==> config.mk <==
export PLATFORM = sky130hd
export DESIGN_NAME = seg_scan_mux_flat
export DESIGN_NICKNAME = d
export VERILOG_FILES = /design/src/rtl/seg_scan_mux_if.sv /design/src/rtl/seg_scan_mux.sv /design/src/flat_wrapper.sv
export SDC_FILE = /design/constraint.sdc
export NUM_CORES = 1
export LEC_CHECK = 0
export ABC_AREA = 1
export CORE_ASPECT_RATIO = 0.6
export CORE_MARGIN = 1
export CORE_UTILIZATION = 59
export CTS_CLUSTER_DIAMETER = 40
export DETAILED_ROUTE_END_ITERATION = 10
export MAX_ROUTING_LAYER = met4
export PLACE_DENSITY = 0.89
export SLEW_MARGIN = 20
export SYNTH_ARGS = -nofsm -noshare
export SYNTH_HDL_FRONTEND = slang
export SYNTH_SLANG_ARGS = --single-unit
==> constraint.sdc <==
create_clock -name clk -period 9.4 [get_ports clk]
set_input_delay 2.82 -clock clk [delete_from_list [all_inputs] [get_ports clk]]
set_output_delay 2.82 -clock clk [all_outputs]
set_load 0.01 [all_outputs]
==> src/rtl/seg_scan_mux_if.sv <==
// Display-side signal bundle for seg_scan_mux: glyph/score inputs from game
// logic and the multiplexed on-board / PMOD pin outputs.
interface seg_scan_mux_if #(
  parameter int unsigned NUM_DIGITS = 4
);
  logic [5*NUM_DIGITS-1:0] glyph_bus;
  logic                    hex_mode;
  logic [NUM_DIGITS-1:0]   blink_mask;
  logic [NUM_DIGITS-1:0]   blank_mask;
  logic [NUM_DIGITS-1:0]   dp_mask;
  logic [6:0]              score;
  logic [NUM_DIGITS-1:0]   an;
  logic [7:0]              seg;
  logic [6:0]              sc_seg;
  logic                    sc_sel;
  logic                    scan_tick;

  modport master (
    output glyph_bus, hex_mode, blink_mask, blank_mask, dp_mask, score,
    input  an, seg, sc_seg, sc_sel, scan_tick
  );

  modport slave (
    input  glyph_bus, hex_mode, blink_mask, blank_mask, dp_mask, score,
    output an, seg, sc_seg, sc_sel, scan_tick
  );
endinterface

==> src/rtl/seg_scan_mux.sv <==
// Time-multiplexed 7-segment scanner with per-digit blink/blank/dp control
// plus a two-digit decimal PMOD score display fed from a binary score.
module seg_scan_mux #(
  parameter int unsigned NUM_DIGITS  = 4,
  parameter int unsigned CLK_DIV     = 1000,
  parameter int unsigned BLINK_TICKS = 256
) (
  input logic           clk,
  input logic           rst_n,
  seg_scan_mux_if.slave bus
);

  localparam int unsigned PW = $clog2(CLK_DIV);
  localparam int unsigned IW = $clog2(NUM_DIGITS);
  localparam int unsigned BW = (BLINK_TICKS > 1) ? $clog2(BLINK_TICKS) : 1;
  localparam logic [6:0] SC_DASH = 7'b1000000;

  typedef enum logic {
    SEL_TENS = 1'b0,
    SEL_ONES = 1'b1
  } sc_sel_e;

  logic [PW-1:0]         presc_q, presc_d;
  logic                  tick;
  logic [IW-1:0]         idx_q, idx_d, idx_nx;
  logic [BW-1:0]         blink_cnt_q, blink_cnt_d;
  logic                  blink_ph_q, blink_ph_d;
  logic [NUM_DIGITS-1:0] an_q, an_d, an_nx;
  logic [7:0]            seg_q, seg_d, seg_nx;
  sc_sel_e               sel_q, sel_d;
  logic [6:0]            sc_lat_q, sc_lat_d;
  logic [6:0]            sc_seg_q, sc_seg_d;
  logic                  scan_tick_q;

  logic [4:0]            glyph_sel;
  logic                  blink_sel, blank_sel, dp_sel;
  logic [6:0]            glyph_seg;
  logic [6:0]            split_in, tens, ones;

  // Letter glyphs, active-low gfedcba (dp bit handled separately).
  function automatic logic [6:0] letter_seg(input logic [4:0] code);
    logic [6:0] s;
    case (code)
      5'd0:    s = 7'h08;
      5'd1:    s = 7'h03;
      5'd2:    s = 7'h27;
      5'd3:    s = 7'h21;
      5'd4:    s = 7'h04;
      5'd5:    s = 7'h0E;
      5'd6:    s = 7'h10;
      5'd7:    s = 7'h09;
      5'd8:    s = 7'h79;
      5'd9:    s = 7'h61;
      5'd11:   s = 7'h07;
      5'd13:   s = 7'h48;
      5'd14:   s = 7'h40;
      5'd15:   s = 7'h0C;
      5'd16:   s = 7'h18;
      5'd17:   s = 7'h0F;
      5'd18:   s = 7'h12;
      5'd19:   s = 7'h4E;
      5'd20:   s = 7'h51;
      5'd24:   s = 7'h11;
      5'd27:   s = 7'h7F;
      default: s = 7'h3F;
    endcase
    return s;
  endfunction

  function automatic logic [6:0] hex_seg(input logic [3:0] nib);
    logic [6:0] s;
    case (nib)
      4'h0:    s = 7'h40;
      4'h1:    s = 7'h79;
      4'h2:    s = 7'h24;
      4'h3:    s = 7'h30;
      4'h4:    s = 7'h19;
      4'h5:    s = 7'h12;
      4'h6:    s = 7'h02;
      4'h7:    s = 7'h78;
      4'h8:    s = 7'h00;
      4'h9:    s = 7'h10;
      4'hA:    s = 7'h08;
      4'hB:    s = 7'h03;
      4'hC:    s = 7'h46;
      4'hD:    s = 7'h21;
      4'hE:    s = 7'h06;
      default: s = 7'h0E;
    endcase
    return s;
  endfunction

  // PMOD digits are active-high gfedcba.
  function automatic logic [6:0] dig_pat(input logic [6:0] v);
    logic [6:0] s;
    case (v)
      7'd0:    s = 7'h3F;
      7'd1:    s = 7'h06;
      7'd2:    s = 7'h5B;
      7'd3:    s = 7'h4F;
      7'd4:    s = 7'h66;
      7'd5:    s = 7'h6D;
      7'd6:    s = 7'h7D;
      7'd7:    s = 7'h07;
      7'd8:    s = 7'h7F;
      7'd9:    s = 7'h6F;
      default: s = 7'h00;
    endcase
    return s;
  endfunction

  // Repeated subtraction; nine steps cover 0..99, larger values are dashed anyway.
  function automatic logic [13:0] split_dec(input logic [6:0] v);
    logic [6:0] r;
    logic [6:0] t;
    r = v;
    t = '0;
    for (int unsigned i = 0; i < 9; i++) begin
      if (r >= 7'd10) begin
        r = r - 7'd10;
        t = t + 7'd1;
      end
    end
    return {t, r};
  endfunction

  assign tick   = (presc_q == PW'(CLK_DIV - 1));
  assign idx_nx = (idx_q == IW'(NUM_DIGITS - 1)) ? '0 : idx_q + 1'b1;

  // Everything the next slot displays is derived from the index it moves to.
  always_comb begin
    glyph_sel = '0;
    blink_sel = 1'b0;
    blank_sel = 1'b0;
    dp_sel    = 1'b0;
    an_nx     = '1;
    for (int unsigned d = 0; d < NUM_DIGITS; d++) begin
      if (idx_nx == IW'(d)) begin
        glyph_sel = bus.glyph_bus[5*d +: 5];
        blink_sel = bus.blink_mask[d];
        blank_sel = bus.blank_mask[d];
        dp_sel    = bus.dp_mask[d];
        an_nx[d]  = 1'b0;
      end
    end
  end

  always_comb begin
    glyph_seg = bus.hex_mode ? hex_seg(glyph_sel[3:0]) : letter_seg(glyph_sel);
    if (blank_sel || (blink_sel && blink_ph_q)) begin
      seg_nx = 8'hFF;
    end else begin
      seg_nx = {~dp_sel, glyph_seg};
    end
  end

  always_comb begin
    presc_d     = tick ? '0 : presc_q + 1'b1;
    idx_d       = idx_q;
    an_d        = an_q;
    seg_d       = seg_q;
    blink_cnt_d = blink_cnt_q;
    blink_ph_d  = blink_ph_q;
    if (tick) begin
      idx_d = idx_nx;
      an_d  = an_nx;
      seg_d = seg_nx;
      if (blink_cnt_q == BW'(BLINK_TICKS - 1)) begin
        blink_cnt_d = '0;
        blink_ph_d  = ~blink_ph_q;
      end else begin
        blink_cnt_d = blink_cnt_q + 1'b1;
      end
    end
  end

  // The tens slot converts the live score while latching it; the ones slot
  // reuses the latch, so both halves of a pair come from one sample.
  always_comb begin
    split_in = (sel_q == SEL_ONES) ? bus.score : sc_lat_q;
    {tens, ones} = split_dec(split_in);
  end

  always_comb begin
    sel_d    = sel_q;
    sc_lat_d = sc_lat_q;
    sc_seg_d = sc_seg_q;
    if (tick) begin
      if (sel_q == SEL_ONES) begin
        sel_d    = SEL_TENS;
        sc_lat_d = bus.score;
        if (split_in > 7'd99)     sc_seg_d = SC_DASH;
        else if (tens == 7'd0)    sc_seg_d = '0;
        else                      sc_seg_d = dig_pat(tens);
      end else begin
        sel_d = SEL_ONES;
        if (split_in > 7'd99)     sc_seg_d = SC_DASH;
        else                      sc_seg_d = dig_pat(ones);
      end
    end
  end

  always_ff @(posedge clk or negedge rst_n) begin
    if (!rst_n) begin
      presc_q     <= '0;
      idx_q       <= '0;
      blink_cnt_q <= '0;
      blink_ph_q  <= 1'b0;
      an_q        <= '1;
      seg_q       <= 8'hFF;
      sel_q       <= SEL_TENS;
      sc_lat_q    <= '0;
      sc_seg_q    <= '0;
      scan_tick_q <= 1'b0;
    end else begin
      presc_q     <= presc_d;
      idx_q       <= idx_d;
      blink_cnt_q <= blink_cnt_d;
      blink_ph_q  <= blink_ph_d;
      an_q        <= an_d;
      seg_q       <= seg_d;
      sel_q       <= sel_d;
      sc_lat_q    <= sc_lat_d;
      sc_seg_q    <= sc_seg_d;
      scan_tick_q <= tick;
    end
  end

  assign bus.an        = an_q;
  assign bus.seg       = seg_q;
  assign bus.sc_seg    = sc_seg_q;
  assign bus.sc_sel    = (sel_q == SEL_ONES);
  assign bus.scan_tick = scan_tick_q;

endmodule

==> src/flat_wrapper.sv <==
// flat-port wrapper written by rule: the top's interface ports become plain ports
module seg_scan_mux_flat 
#(
  parameter int unsigned NUM_DIGITS  = 4,
  parameter int unsigned CLK_DIV     = 1000,
  parameter int unsigned BLINK_TICKS = 256
)
  (clk, rst_n, bus_glyph_bus, bus_hex_mode, bus_blink_mask, bus_blank_mask, bus_dp_mask, bus_score, bus_an, bus_seg, bus_sc_seg, bus_sc_sel, bus_scan_tick);
  seg_scan_mux_if #(.NUM_DIGITS(NUM_DIGITS)) bus_i ();
  input logic clk;
  input logic rst_n;
  input wire logic [$bits(bus_i.glyph_bus)-1:0] bus_glyph_bus;
  input wire logic [$bits(bus_i.hex_mode)-1:0] bus_hex_mode;
  input wire logic [$bits(bus_i.blink_mask)-1:0] bus_blink_mask;
  input wire logic [$bits(bus_i.blank_mask)-1:0] bus_blank_mask;
  input wire logic [$bits(bus_i.dp_mask)-1:0] bus_dp_mask;
  input wire logic [$bits(bus_i.score)-1:0] bus_score;
  output wire logic [$bits(bus_i.an)-1:0] bus_an;
  output wire logic [$bits(bus_i.seg)-1:0] bus_seg;
  output wire logic [$bits(bus_i.sc_seg)-1:0] bus_sc_seg;
  output wire logic [$bits(bus_i.sc_sel)-1:0] bus_sc_sel;
  output wire logic [$bits(bus_i.scan_tick)-1:0] bus_scan_tick;
  assign bus_i.glyph_bus = bus_glyph_bus;
  assign bus_i.hex_mode = bus_hex_mode;
  assign bus_i.blink_mask = bus_blink_mask;
  assign bus_i.blank_mask = bus_blank_mask;
  assign bus_i.dp_mask = bus_dp_mask;
  assign bus_i.score = bus_score;
  assign bus_an = bus_i.an;
  assign bus_seg = bus_i.seg;
  assign bus_sc_seg = bus_i.sc_seg;
  assign bus_sc_sel = bus_i.sc_sel;
  assign bus_scan_tick = bus_i.scan_tick;
  seg_scan_mux #(.NUM_DIGITS(NUM_DIGITS), .CLK_DIV(CLK_DIV), .BLINK_TICKS(BLINK_TICKS)) u_core (.clk(clk), .rst_n(rst_n), .bus(bus_i));
endmodule
**Yosys cells after proc, flatten, opt, wreduce, memory -nomap -nowiden**

Memory sizes are Yosys's and may differ from the RTL's.
Index checks and enable logic that the tools add are counted.
Widths: inputs -> output; s select.

- Output and inout bits: 21
- Input port bits: 42
- Memories kept: 4
- Register bits: 49
- Bits in read-only memories: 560
- Word-level logic and storage cells: 110

- Equality and inequality tests: 6
- Magnitude comparators: 10
- Add/sub/neg operators: 20
- Bitwise operators: 2
- Reduce and logical (&&, ||, !) cells: 7
- Mux-type cells: 51

Memories:

| name | words | bits a word | rd ports | clocked after memory_dff | write ports | RTL line | text |
|---|---|---|---|---|---|---|---|
| (no name shown) | 32 | 7 | 1 | 0 | 0 | seg_scan_mux.sv:43 | `case (code)` |
| (no name shown) | 16 | 7 | 1 | 0 | 0 | seg_scan_mux.sv:96 | `case (v)` |
| (no name shown) | 16 | 7 | 1 | 0 | 0 | seg_scan_mux.sv:96 |  |
| (no name shown) | 16 | 7 | 1 | 0 | 0 | seg_scan_mux.sv:72 | `case (nib)` |

Operator list:

| cell | number |
|---|---|
| $mux 7 | 25 |
| $ge 7x4->1 const B | 9 |
| $sub 7x4->7 const B | 9 |
| $add 7x1->7 const B | 7 |
| $mux 5 | 4 |
| $mux 1 | 18 |
| $mux 8 | 2 |
| $add 10x1->10 const B | 1 |
| $eq 10x10->1 const B | 1 |
| $mux 10 | 1 |
| $add 8x1->8 const B | 1 |
| $eq 8x8->1 const B | 1 |
| $gt 7x7->1 const B | 1 |
| $logic_not 7->1 | 1 |
| $eq 2x2->1 const B | 3 |
| $logic_not 3->1 | 2 |
| $add 1x1->2 const B | 1 |
| $add 2x1->2 const B | 1 |
| $eq 2x1->1 const B | 1 |
| $logic_not 2->1 | 1 |
| $mux 2 | 1 |
| $not 1->1 | 2 |
| $reduce_and 2->1 | 1 |
| $logic_and 1x1->1 | 1 |
| $logic_or 1x1->1 | 1 |

**Longest topological paths before layout**

Gate-level depths: netlist (run 1).

- Word-level depth: 24
- Depth in mapped cells: 68

**Worst setup path before layout (run 1)**

No wires, ideal clock.

- Path kind: input-to-reg
- Start: input bus_score[1]
- End: register u_core.sc_seg_q[6], in the netlist u_core.bus.sc_seg[6]
- Stages on the path: 60
- Arrival time: 8.663 ns
- Required time: 9.285 ns
- Slack: 0.621 ns
- Path buffers: 4
- Cells stage by stage: inv_1 > nand2_1 > nand2_2 > inv_1 > ha_1 > nand3_1 > nand2_1 > nand2_2 > nand2_4 > nand2_2 > nand2_2 > nand2_2 > nand2_4 > nand3_1 > o21ai_1 > nor2_2 > nand3_2 > nand2_2 > [24 not listed] > o21ai_2 > and2_1 > inv_1 > ha_1 > inv_1 > nor2_1 > a21oi_4 > nand3_4 > buf_6 > xor2_1 > ha_1 > inv_1 > nor2_1 > nand2_1 > nand3_2 > nor2_1 > nor2_1 > nor2_1

- Longest elaborated chain between the ends: 24
- Elaborated cells on any way between the ends: 57
- Those cells by class: add/sub: 17; order compare: 10; mux: 25; reduce/logical: 3; memory: 2

RTL lines:

| what | RTL line | text |
|---|---|---|
| from (decl) | flat_wrapper.sv:17 | `input wire logic [$bits(bus_i.score)-1:0] bus_score;` |
| $mux 7 (*) | - |  |
| net u_core.split_in[1] | seg_scan_mux.sv:38 | `logic [6:0] split_in, tens, ones;` |
| $sub 7x4->7 / $ge 7x4->1 (equally long branches) | seg_scan_mux.sv:120, seg_scan_mux.sv:119 |  |
| $mux 7 / $mux 1 (equally long branches) | seg_scan_mux.sv:119 | `if (r >= 7'd10) begin` |
| $ge 7x4->1 (tied with other cells) | seg_scan_mux.sv:119 |  |
| $mux 7 | seg_scan_mux.sv:119 |  |
| $add 7x1->7 (tied with other cells) | seg_scan_mux.sv:121 | `t = t + 7'd1;` |
| $mux 7 | seg_scan_mux.sv:119 |  |
| [9 not listed] | - |  |
| $mux 7 | seg_scan_mux.sv:119 |  |
| $add 7x1->7 / $ge 7x4->1 (equally long branches) | seg_scan_mux.sv:121, seg_scan_mux.sv:119 |  |
| $mux 7 | seg_scan_mux.sv:119 |  |
| $mem_v2 16x7 / $logic_not 3->1 (equally long branches) | - |  |
| $mux 7 | seg_scan_mux.sv:96 |  |
| $mux 7 | seg_scan_mux.sv:193 | `else if (tens == 7'd0) sc_seg_d = '0;` |
| $mux 7 | seg_scan_mux.sv:192 | `if (split_in > 7'd99) sc_seg_d = SC_DASH;` |
| $mux 7 (*) | seg_scan_mux.sv:189 | `if (sel_q == SEL_ONES) begin` |
| to (signal assigned) | seg_scan_mux.sv:224 | `sc_seg_q <= sc_seg_d;` |
| to (decl) | seg_scan_mux.sv:32 | `logic [6:0] sc_seg_q, sc_seg_d;` |

Mark *: on every way through the listed nets, which the timed path passes. The rest lies on a longest branch.
A chain may end at the register's enable or synchronous reset.

**Worst setup path in the final report (run 1)**

- Start: input bus_score[5]
- End: register u_core.sc_seg_q[3], in the netlist u_core.bus.sc_seg[3]

- Longest elaborated chain between the ends: 24
- Elaborated cells on any way between the ends: 57
- Those cells by class: add/sub: 17; order compare: 10; mux: 25; reduce/logical: 3; memory: 2

RTL lines:

| what | RTL line |
|---|---|
| $mux 7 (*) | - |
| $sub 7x4->7 / $ge 7x4->1 (equally long branches) | seg_scan_mux.sv:120, seg_scan_mux.sv:119 |
| $mux 7 / $mux 1 (equally long branches) | seg_scan_mux.sv:119 |
| $ge 7x4->1 (tied with other cells) | seg_scan_mux.sv:119 |
| $mux 7 | seg_scan_mux.sv:119 |
| $add 7x1->7 (tied with other cells) | seg_scan_mux.sv:121 |
| $mux 7 | seg_scan_mux.sv:119 |
| $add 7x1->7 (tied with other cells) | seg_scan_mux.sv:121 |
| [8 not listed] | - |
| $mux 7 | seg_scan_mux.sv:119 |
| $add 7x1->7 / $ge 7x4->1 (equally long branches) | seg_scan_mux.sv:121, seg_scan_mux.sv:119 |
| $mux 7 | seg_scan_mux.sv:119 |
| $mem_v2 16x7 / $logic_not 3->1 (equally long branches) | - |
| $mux 7 | seg_scan_mux.sv:96 |
| $mux 7 | seg_scan_mux.sv:193 |
| $mux 7 | seg_scan_mux.sv:192 |
| $mux 7 (*) | seg_scan_mux.sv:189 |

Every way passes the cells marked *; elsewhere a longest branch is shown, timed or not.

==> flow_summary.yaml, run 1 <==
status:
  status: "finished, violations left"
  violations: "setup timing"
logic_synthesis:
  synthesis.area_mm2: 0.00611
  yosys.area.top_type_share_pct: 19.2
  ys_top_cells_by_area: "nand2_1, dfrtp_1, inv_1, ha_1, nand3_1"
  async_reset_ff_share_pct: 100
  synth_top_cell_by_area: "nand2_1"
  netlist_instances: 962
  synth.net_count: 1038
  yosysSeqAreaShare_pct: 20.3
  synth_edf_count: 0
  ys_ff_latch: 49
  synthDistinctLibCells: 55
  ys.flop_type: "dfrtp_1"
  yosysWarnings: 0
  avgSynthCellArea_um2: 6.35
route:
  vias_per_cell: 6.23
  drt-pass1-iter-count: 8
  vias: 7678
  dr.first_iter.drc_count: 1325
  routedWlPerCell_um: 17.5
  routed_wl_um: 21600
  drc_errors: 0
  drtAntennaViolNets: 0
layout:
  final_common_cell: "nand2_1"
  final_cell_mix: "nand2_1, inv_1, buf_4"
  nNetsFinal: 1173
  drive_gt1_share_pct: 26.9
  area_delta_synth_final_pct: 33.3
  antennaDiodeCount: 0
  stdcell_count: 1233
  fin_area_mm2: 0.00815
setup_path:
  arrival_ps: 9900
  r2r-start: "u_core.bus.sc_sel$_DFFE_PN0P_"
  worst-setup-path-type: "primary input to register"
  worst_r2r_endpoint: "u_core.bus.sc_seg[3]$_DFFE_PN0P_"
  r2r_slack_ps: 1330
  worst_setup_path_start_kind: "primary input"
  cp.required_ps: 9590
  crit_path_end_kind: "register"
  r2r_cells: 55
  crit_fanout: 8
  critical_path.slowest_cell: "clkdlybuf4s50_1"
  max_stage_delay_ps: 390
clock_tree:
  clkTransAtPathRegs_ps: 70
  cts_max_path_buffers: 2
  clkSinkCount: 49
  h-tree-depth: 2
  cts_inserted_buffers: 5
  clkLatencyLatePin_ps: 300
  cts_tree: "yes"
  clockRootBuffer: "clkbuf_16"
  hold_buffers: 0
min_path:
  hold_path_startpoint: "u_core.bus.seg[3]$_DFFE_PN1P_"
  hold-path-cell-count: 2
  hold_path.class: "register to register"
  hold_end: "u_core.bus.seg[3]$_DFFE_PN1P_"
floorplanning:
  start_util_pct: 61.4
  row_count: 28
  io_pins: 63
  die-area_mm2: 0.0108
  fp.dieW_um: 133
  core-area_mm2: 0.00995
  die_height_um: 80.8
pwr:
  power_leakage_uw: 0.00405
  ir_worst_vdd_mv: 0.0808
  p_per_area_mw_per_mm2: 54.7
placed_design:
  postPlaceCellArea_mm2: 0.00717
  dpl.hpwl_um: 12200
  portBuffers: 62
  place_congestion: 0.979
  placed_cells: 1193
  preCtsSetupSlack_ps: -342
global_routing:
  grt_pass1_vias: 5762
  grt_pass1_wl_um: 26300
  grt_max_degree: 50
  grt_antenna_before_repair: 0
  grt_overflow: 0
  grt_usage_pct: 30.4
timing:
  slew_headroom_pct: 33.4
  hold_violations: 0
  fin_crit_sh_pct: 103
  fin_hold_ws_ps: 461
  report.final.setup_viol: 7
  setup_ws_ps: -310
  fmaxAchievable_mhz: 103
  report.final.slew_viol_count: 0
  fin_skew_ps: 5.29
  worstMarginPinSlew_ps: 989
  timing.final.crit_period_ps: 9710
run:
  cap_violations: 0
## cells by family (layout without fill, tap and decap cells)
group                      count (synthesis)  count (layout)  synth area share, %
and+or+nand+nor                          565             566                 44.6
muxes                                      1               1                0.184
adders and majority gates                 34              34                 6.96
buffers and inverters                    169             304                 11.4
AOI/OAI and AO/OA                        123             123                 13.3
xor gates and xnor gates                  21              21                 3.23
DFF                                       49              49                 20.3
## per-stage QoR
step	setup TNS [ps]	total power [uW]	util [%]
final	-1610	445	81.9
after global routing	-4010	457	81.9
after CTS	0	441	73.6
after detailed placement	-1770	262	72.0
after global placement	-78.5	262	72.0
after floorplan	0	235	-
## cell type report
cell class | instances | area [um2]
clock buffer | 6 | 129
clock inverter | 2 | 15.0
fill | 585 | 1800
inverter | 151 | 578
multi-input combinational | 745 | 4750
sequential | 49 | 1240
tap | 135 | 169
timing repair buffer | 145 | 1270
## cell usage after synthesis (all sizes together) (3+ instances only)
cell	count
a21oi	36
a22oi	6
buf	8
clkbuf	10
clkinv	5
dfrtp	37
dfstp	12
ha	34
inv	146
nand2	362
nand3	90
nand3b	3
nand4	32
nor2	61
nor3	11
o211ai	12
o21a	7
o21ai	44
o21bai	3
or2	3
xnor2	8
xor2	12
## flip-flops by register name, summed over array words and instances (netlist names)
| name | flops |
|---|---|
| u_core.presc_q | 10 |
| u_core.blink_ph_q | 1 |
| u_core.sc_lat_q | 7 |
| u_core.idx_q | 2 |
| u_core.bus.seg | 8 |
| u_core.bus.an | 4 |
| u_core.bus.sc_seg | 7 |
| u_core.blink_cnt_q | 8 |
| u_core.bus.scan_tick | 1 |
| u_core.bus.sc_sel | 1 |
## worst max-delay path, delay by kind of cell
family | cells | cell delay (ps)
simple gates | 38 | 4740
fa+ha+maj | 2 | 440
buf+inv | 9 | 1040
compound gates | 4 | 790
## per-layer routing
layer	share of wire, %	track usage [%]
met5	0	-
met4	5.8	2.73
met3	11	4.74
met2	43	45.1
met1	40	44.8
## worst max-delay path by stage
stage	from	endpoint	slack, ps	cells past startpoint
2_1_floorplan	bus_score[1]	u_core.bus.sc_seg[6]$_DFFE_PN0P_	620	60
3_3_place_gp	bus_score[1]	u_core.bus.sc_seg[3]$_DFFE_PN0P_	-70	59
3_5_place_dp	bus_score[1]	u_core.bus.sc_seg[3]$_DFFE_PN0P_	-340	62
4_1_cts	bus_score[1]	u_core.bus.sc_seg[3]$_DFFE_PN0P_	4	61
5_1_grt	bus_score[5]	u_core.bus.sc_seg[3]$_DFFE_PN0P_	-650	55
6_report	bus_score[5]	u_core.bus.sc_seg[3]$_DFFE_PN0P_	-310	53
## power breakdown
part / internal (uW) / total [uW] / leakage (uW) / switching, uW
registers: 211 / 211 / 0.000553 / 0
logic: 23.4 / 50.0 / 0.00344 / 26.7
clock network: 99.0 / 184 / 0.0000631 / 85.3
total: 333 / 445 / 0.00405 / 112
## repair_timing
item / CTS / global route
resized for setup: 4 / 143
buffers inserted: 0 / 31
endpoints found under the setup margin: 2 / 7
pin swaps: 0 / 84
gates cloned: 0 / 1
hold endpoints to repair: 0 / 0
Power figures use the tool's default switching activity.
==> inputs of run 2 (changes only) <==
--- a/config.mk
+++ b/config.mk
@@ -7,7 +7,6 @@
 export LEC_CHECK = 0
 export ABC_AREA = 1
 export CORE_ASPECT_RATIO = 0.6
-export CORE_MARGIN = 1
 export CORE_UTILIZATION = 59
 export CTS_CLUSTER_DIAMETER = 40
 export DETAILED_ROUTE_END_ITERATION = 10
==> results of run 2 <==
The final DEF is identical to that of run 1; final timing and power are the same.
